[src/rtl/nibble_add_sched.sv]
// Two-requester round-robin adder that sums W-bit operands one nibble per cycle through a
// single 4-bit ripple slice. Define NIBBLE_ADD_SUB_EN to add per-requester subtract ports.
module nibble_add_sched #(
    parameter int unsigned NIBBLES = 4
) (
    input  logic                 clk,
    input  logic                 rst_n,
    input  logic                 req0_valid,
    output logic                 req0_ready,
    input  logic [4*NIBBLES-1:0] req0_a,
    input  logic [4*NIBBLES-1:0] req0_b,
    input  logic                 req0_cin,
    input  logic                 req1_valid,
    output logic                 req1_ready,
    input  logic [4*NIBBLES-1:0] req1_a,
    input  logic [4*NIBBLES-1:0] req1_b,
    input  logic                 req1_cin,
`ifdef NIBBLE_ADD_SUB_EN
    input  logic                 req0_sub,
    input  logic                 req1_sub,
`endif
    output logic                 res_valid,
    input  logic                 res_ready,
    output logic [4*NIBBLES-1:0] res_sum,
    output logic                 res_cout,
    output logic                 res_id
);

    localparam int unsigned W    = 4 * NIBBLES;
    localparam int unsigned CW   = (NIBBLES > 1) ? $clog2(NIBBLES) : 1;
    localparam logic [CW-1:0] LAST = CW'(NIBBLES - 1);

    typedef enum logic [1:0] {
        IDLE = 2'd0,
        ADD  = 2'd1,
        DONE = 2'd2
    } state_t;

    state_t        r_state;
    state_t        w_state_d;
    logic          r_prio;     // requester that wins when both are valid
    logic          r_carry;
    logic          r_id;
    logic [CW-1:0] r_cnt;
    logic [W-1:0]  r_a;
    logic [W-1:0]  r_b;
    logic [W-1:0]  r_sum;

    logic          w_gnt0;
    logic          w_gnt1;
    logic          w_accept;
    logic [W-1:0]  w_acc_a;
    logic [W-1:0]  w_acc_b;
    logic          w_acc_cin;
    logic [W-1:0]  w_b_sel;
    logic          w_cin_sel;
    logic [4:0]    w_slice;
    logic [W-1:0]  w_sum_next;

    // Grants are masked by rst_n so ready stays low while reset is held.
    always_comb begin
        w_gnt0 = 1'b0;
        w_gnt1 = 1'b0;
        if (r_state == IDLE && rst_n) begin
            if (req0_valid && (!req1_valid || !r_prio)) begin
                w_gnt0 = 1'b1;
            end else if (req1_valid) begin
                w_gnt1 = 1'b1;
            end
        end
    end

    assign w_accept   = w_gnt0 | w_gnt1;
    assign req0_ready = w_gnt0;
    assign req1_ready = w_gnt1;

    always_comb begin
        w_acc_a   = w_gnt1 ? req1_a : req0_a;
        w_acc_b   = w_gnt1 ? req1_b : req0_b;
        w_acc_cin = w_gnt1 ? req1_cin : req0_cin;
`ifdef NIBBLE_ADD_SUB_EN
        // a - b computed as a + ~b + 1; cout high means no borrow.
        if (w_gnt1 ? req1_sub : req0_sub) begin
            w_b_sel   = ~w_acc_b;
            w_cin_sel = 1'b1;
        end else begin
            w_b_sel   = w_acc_b;
            w_cin_sel = w_acc_cin;
        end
`else
        w_b_sel   = w_acc_b;
        w_cin_sel = w_acc_cin;
`endif
    end

    assign w_slice    = {1'b0, r_a[3:0]} + {1'b0, r_b[3:0]} + {4'b0000, r_carry};
    // New slice enters at the top; after NIBBLES shifts the LSB slice sits at bit 0.
    assign w_sum_next = (r_sum >> 4) | (W'(w_slice[3:0]) << (W - 4));

    always_comb begin
        w_state_d = r_state;
        case (r_state)
            IDLE:    if (w_accept) w_state_d = ADD;
            ADD:     if (r_cnt == LAST) w_state_d = DONE;
            DONE:    if (res_ready) w_state_d = IDLE;
            default: w_state_d = IDLE;
        endcase
    end

    always_ff @(posedge clk or negedge rst_n) begin
        if (!rst_n) begin
            r_state <= IDLE;
            r_prio  <= 1'b0;
            r_carry <= 1'b0;
            r_id    <= 1'b0;
            r_cnt   <= '0;
            r_a     <= '0;
            r_b     <= '0;
            r_sum   <= '0;
        end else begin
            r_state <= w_state_d;
            case (r_state)
                IDLE: begin
                    if (w_accept) begin
                        r_a     <= w_acc_a;
                        r_b     <= w_b_sel;
                        r_carry <= w_cin_sel;
                        r_id    <= w_gnt1;
                        r_prio  <= ~w_gnt1;
                        r_cnt   <= '0;
                    end
                end
                ADD: begin
                    r_a     <= r_a >> 4;
                    r_b     <= r_b >> 4;
                    r_carry <= w_slice[4];
                    r_sum   <= w_sum_next;
                    r_cnt   <= r_cnt + CW'(1);
                end
                default: ;
            endcase
        end
    end

    assign res_valid = (r_state == DONE);
    assign res_sum   = r_sum;
    assign res_cout  = r_carry;
    assign res_id    = r_id;

endmodule

[config.mk]
export PLATFORM = sky130hd
export DESIGN_NAME = nibble_add_sched
export DESIGN_NICKNAME = d
export VERILOG_FILES = /design/src/rtl/nibble_add_sched.sv
export SDC_FILE = /design/constraint.sdc
export NUM_CORES = 1
export LEC_CHECK = 0
export ABC_CLOCK_PERIOD_IN_PS = 1800
export BUFFER_PORTS_ARGS = -buffer_cell sky130_fd_sc_hd__buf_2
export CORE_UTILIZATION = 45
export CTS_CLUSTER_DIAMETER = 50
export CTS_CLUSTER_SIZE = 14
export DETAILED_ROUTE_END_ITERATION = 7
export PLACE_DENSITY_LB_ADDON = 0.12
export SYNTH_ARGS = -nofsm -noshare
export SYNTH_HDL_FRONTEND = slang
export SYNTH_SLANG_ARGS = --single-unit
[constraint.sdc]
create_clock -name clk -period 1.8 [get_ports clk]
set_input_delay 0.09 -clock clk [delete_from_list [all_inputs] [get_ports clk]]
set_output_delay 0.09 -clock clk [all_outputs]
set_load 0.02 [all_outputs]
After elaboration in Yosys (flattened, before gate mapping)
Index checks and enable logic that the tools add are counted.
{"block": "op_classes", "n_addsub": 3, "n_eq_ne": 6, "n_mux": 20, "bitwise": 3, "reduce_logical": 10}
{"operator": "16-bit two-way mux", "count": 4}
{"operator": "16-bit one-hot mux with 2 select lines", "count": 2}
{"operator": "12-bit by 16-bit OR with 16-bit output", "count": 1}
{"operator": "2-bit two-way mux", "count": 4}
{"operator": "1-bit two-way mux", "count": 7}
{"operator": "2-bit one-hot mux with 3 select lines", "count": 1}
{"operator": "4-bit by 4-bit adder with 5-bit output", "count": 1}
{"operator": "5-bit by 1-bit adder with 5-bit output", "count": 1}
{"operator": "2-bit == test (second input constant)", "count": 2}
{"operator": "2-bit inequality test (second input constant)", "count": 2}
{"operator": "2-bit one-hot mux with 2 select lines", "count": 1}
{"operator": "2-bit AND reduction", "count": 2}
{"operator": "3-bit AND reduction", "count": 1}
{"operator": "2-bit by 1-bit adder with 2-bit output (second input constant)", "count": 1}
{"operator": "2-bit by 1-bit == test with 1-bit output (second input constant)", "count": 1}
{"operator": "1-bit logical AND", "count": 2}
{"operator": "1-bit logical NOT", "count": 2}
{"operator": "2-bit logical NOT", "count": 1}
{"operator": "2-bit by 1-bit inequality test with 1-bit output (second input constant)", "count": 1}
{"operator": "1-bit one-hot mux with 2 select lines", "count": 1}
{"operator": "2-bit nonzero test", "count": 1}
{"operator": "1-bit logical OR", "count": 1}
{"operator": "1-bit NOT", "count": 1}
{"operator": "1-bit OR", "count": 1}
{"block": "totals", "ff_bits": 55, "in_bits": 71, "out_inout_bits": 21}

Depth between registers and ports, before layout
{"block": "logic_depth", "ltp_word": 8, "depth_mapped": 7, "mapped_depth_nobuf": 7}

Worst setup path after synthesis
No wires, ideal clock.
{"block": "synth_path", "path_kind": "register to register", "from": "register r_carry (netlist: res_cout)", "to": "register r_carry (netlist: res_cout)", "setup_time_ns": 0.080, "t_arrival_ns": 1.747, "slack_ns": -0.027, "path_stages_with_launch": 8, "path_cell_list": "dfrtp_1 > inv_1 > fa_1 > fa_1 > nor2b_1 > o21a_1 > o21ai_0 > o211ai_2"}
{"block": "synth_between", "elab_chain_cells": 2}
{"item": "start: declaration", "line": "42", "source": "logic r_carry;"}
{"item": "start signal: assignment", "line": "127", "source": "r_carry <= w_cin_sel;"}
{"item": "start signal: assignment", "line": "136", "source": "r_carry <= w_slice[4];"}
{"item": "5-bit by 1-bit adder with 5-bit output", "line": "96", "source": "assign w_slice = {1'b0, r_a[3:0]} + {1'b0, r_b[3:0]} + {4'b0000, r_carry};"}
{"item": "1-bit one-hot mux with 2 select lines", "line": "122", "source": "case (r_state)"}
No other way between the ends.
A chain may end at the register's enable or synchronous reset.

Final worst setup path
{"block": "layout_path", "from": "register r_b[0]", "to": "register r_carry (netlist: res_cout)"}
{"block": "layout_between", "elab_chain_cells": 3}
{"item": "start: declaration", "line": "46", "source": "logic [W-1:0] r_b;"}
{"item": "start signal: assignment", "line": "126", "source": "r_b <= w_b_sel;"}
{"item": "start signal: assignment", "line": "135", "source": "r_b <= r_b >> 4;"}
{"item": "4-bit by 4-bit adder with 5-bit output", "line": "96"}
{"item": "5-bit by 1-bit adder with 5-bit output", "line": "96"}
{"item": "1-bit one-hot mux with 2 select lines", "line": "122"}
No other way between the ends.

==> summary by stage <==
Status
The run finished with clean final reports.

Worst setup path
The path type of the worst setup path is register to register. The gate family responsible for the most delay along the worst path is adder cells. The number of buffers and inverters on the critical path is 1.

The worst setup path is launched from a register. The data required time of the critical path is 2.03 ns. Along the worst path, the maximum fanout reaches 2. The highest cell delay on the worst timing path is between 0.4 and 0.5 ns. The data arrival time of the critical path is roughly 1.9 ns. Walking the worst path, the cells encountered are inv_1, fa_2, fa_2, nor2b_1, o21a_1, o21ai_0, o211ai_2. The slowest library cell on the worst path is fa_2.

The most numerous cell type found on the critical path is fa_2. The category of the worst setup path capture point is a register.

Clock tree
Buffers inserted during clock tree synthesis total 5. After clock tree synthesis, the clock-pin slew on the worst setup and hold paths is roughly 0.090 ns. No sink is reached through more buffers than the 2 on the longest clock path. TritonCTS built the clock tree. The CTS H-tree depth is 2. The clock latency on the worst-skew pair is 0.31 ns.

The root buffer cell chosen for the clock tree is clkbuf_8. The number of clock sinks is 55. Once the clock tree was built, the setup fixing pass inserted 0 buffers.

STA
Once routing completed, OpenROAD measured the worst setup slack at ~0.13 ns. In this run the tightest slew margin relative to its limit is a little over half. For the finished layout, the period the worst path requires is about 1.7 ns. Setup repair after global routing left no endpoint under its margin. The setup-violating endpoint count in the final report is 0. The setup skew after layout is 0.004909 ns. Static timing analysis puts the maximum clock frequency at between 600 and 700 MHz. The smallest hold slack is 0.03241 ns. The actual slew at the worst max-slew pin is about 0.7 ns. The final hold violation count is 0.

After layout, the worst path uses ~93% of the clock period. The total negative slack for setup checks is 0 ns. The number of max-slew violations in the final report is 0.

Synthesis
After synthesis, the netlist uses 33 different library cells. The most common flop cell mapped by yosys is dfrtp_1. When the netlist entered floorplanning its net count stood at about 330.

The average instance area after synthesis is ~11 sq um. Counting flops and latches in the post-synthesis netlist gives between 50 and 60. The warning count from the yosys run is 0. The number of synthesized flops with an enable pin is 0. After technology mapping, the gate count stands at about 260. Of all flip-flops after synthesis, the portion carrying an async set or reset was between 90% and 100%. The cell area after synthesis is between 0.002 and 0.003 sq mm.

The fraction of the yosys area taken by sequential cells is about half.

Place
Counting tap cells, the placed design contains a total of between 400 and 500 instances. The weighted congestion reported at the end of routability-driven placement is 0.7601. In this run the tool buffered the top-level ports with slightly above 90 buffer cells. Detailed placement ended at an HPWL of slightly below 4000 um. The placed instances occupy a cell area of about 0.0033 sq mm. Before CTS, the worst setup slack after placement is 0.01370 ns.

Pwr
In this run switching power makes up between 40 and 50% of total power. Summed over all cells, the static leakage comes to between 1.5 and 2 nW. The ratio of total power to cell area is 1634 mW/mm^2.

The analysis attributes to net switching a power of 2.271 mW. Sequential cells account for between 30% and 40% of the total power. The largest voltage drop on the vdd net is roughly 760 uV. The clock share of power is between 10% and 20%. Cell internal power was estimated by the tool at about 3.3 mW. The part of the power in combinational logic is between 40% and 50%.

Global route
The total global-route track usage is about 18%. The global-route wire length before repair is between 8000 and 9000 um. The number of antenna violations at the first check in global routing is 0. The largest net degree at the start of global routing is 56.

The number of global-route vias before repair is roughly 1800. The final global-route overflow total is 0.

Routing
The first-iteration detailed-routing DRC count is between 100 and 150. The final routed DRC violation total is 0. Detailed routing inserted a total of about 2200 vias. The routed length per instance is ~13 um. For this block, the routed nets add up to ~5600 um of wire. The count of TritonRoute iterations in the first routing pass is 4. The routed via count divided by cell count is 5.129. The detail route stage leaves a number of antenna-violating nets equal to 0.

Flow run
Across the run, the number of max-cap violations was 0.

Finish
The final-stage net count is around 430. Compared with the post-synthesis result, the final layout area differs by 23.16%. Excluding fillers, the count of instances in the completed layout stands at 425. The number of antenna diodes in the final layout is 0.

Cells with a size suffix above 1 make up between 30% and 40% of the layout. The post-route cell area is ~0.0034 sq mm.

Floorplan
The initial core utilization is between 40% and 50%. The die outline width is approximately 80 um. The die footprint is 0.006414 sq mm.

The die is around 80 um tall. The total I/O pin count is 92. The number of placement rows is 28. The core area is between 0.005 and 0.006 sq mm.

Worst hold path
The min-delay analysis places its worst path in the category primary input to register.
[repair_timing]
| item | CTS | global route |
|---|---|---|
| resized for setup | 1 | 1 |
| setup endpoints to repair | 1 | 1 |
| hold endpoints to repair | 55 | 0 |
| hold buffers | 1 | 0 |
| pin swaps | 0 | 1 |
[layer usage]
layer	vias up	global-route usage (%)	routed length, um
met5	-	0	0
met3	6	4.205	269
li1	1093	-	-
met4	0	5.536	63
met2	63	27.01	2515
met1	1018	25.59	2783
[layout make-up]
| cell class | instances | area (sq um) |
|---|---|---|
| Timing Repair Buffer | 102 | 565.5 |
| Inverter | 7 | 26.28 |
| Tap cell | 75 | 93.84 |
| Sequential cell | 55 | 1378 |
| Multi-Input combinational cell | 178 | 1216 |
| Fill cell | 521 | 2506 |
| Clock buffer | 8 | 100.1 |
[cell usage in the layout (no fill, tap or decap), types with 2 or more instances in the layout]
master,count
inv_1,7
nand2_1,45
mux2i_1,33
nor2b_1,4
a21oi_1,2
nand3_1,9
buf_2,91
buf_12,2
a22oi_1,22
o21ai_0,6
dfrtp_1,54
o21ai_1,32
buf_4,8
a22oi_2,2
fa_2,2
ha_1,4
clkbuf_8,7
o21a_1,3
[synth_stat cells (3+ instances only)]
library cell | count | area, sq um
inv_1 | 7 | 26.28
nand3_1 | 9 | 45.04
dfrtp_1 | 55 | 1376
o21ai_0 | 6 | 30.03
buf_8 | 3 | 45.04
clkbuf_1 | 3 | 11.26
mux2i_1 | 33 | 330.3
ha_1 | 4 | 50.05
nand2_1 | 45 | 168.9
o21ai_1 | 32 | 160.2
buf_6 | 3 | 33.78
a22oi_1 | 22 | 165.2
o21a_1 | 3 | 22.52
buf_2 | 5 | 25.02
nor2b_1 | 4 | 25.02
[worst paths after layout]
kind	from	endpoint	slack (ns)	cells past startpoint
setup / recovery	r_b[0]	res_cout	0.13	7
hold / removal	req1_valid	r_prio	0.03	2
setup reg to reg	r_b[0]	res_cout	0.13	7
hold reg to reg	res_sum[1]	res_sum[1]	0.48	2
max in group asynchronous	rst_n	res_cout	0.84	3
min in group asynchronous	rst_n	res_sum[3]	0.47	3
[cell families (layout without fill, tap and decap cells)]
logic type / after synthesis / in the layout / synth area share (%)
and+or+nand+nor: 64 / 64 / 10.72
DFF: 55 / 55 / 50.16
xor gates and xnor gates: 1 / 1 / 0.3193
AOI/OAI and AO/OA: 74 / 74 / 17.78
muxes: 33 / 33 / 12.04
buffers and inverters: 23 / 117 / 5.700
adders and majority gates: 6 / 6 / 3.283
[through the flow]
stage | util (%) | total power [mW]
global route | 57.42 | 5.958
detailed placement | 55.46 | 4.815
finish | 57.42 | 5.524
global placement | 55.46 | 4.752
CTS | 57.38 | 5.563
floorplan | - | 4.092
[flip-flops by register name, indices dropped and copies added, names as in the netlist]
signal	count
res_sum	16
r_a	16
res_id	1
r_state	2
res_cout	1
r_cnt	2
r_b	16
r_prio	1
[power groups by stage]
stage | Clock (mW) | Combinational (mW) | Sequential (mW)
floorplan | 0 | 1.77 | 2.32
global placement | 0 | 2.58 | 2.17
detailed placement | 0 | 2.63 | 2.18
CTS | 0.758 | 2.64 | 2.16
global route | 0.798 | 2.93 | 2.23
finish | 0.731 | 2.63 | 2.16
No activity file was read; power rests on OpenSTA's default activity.
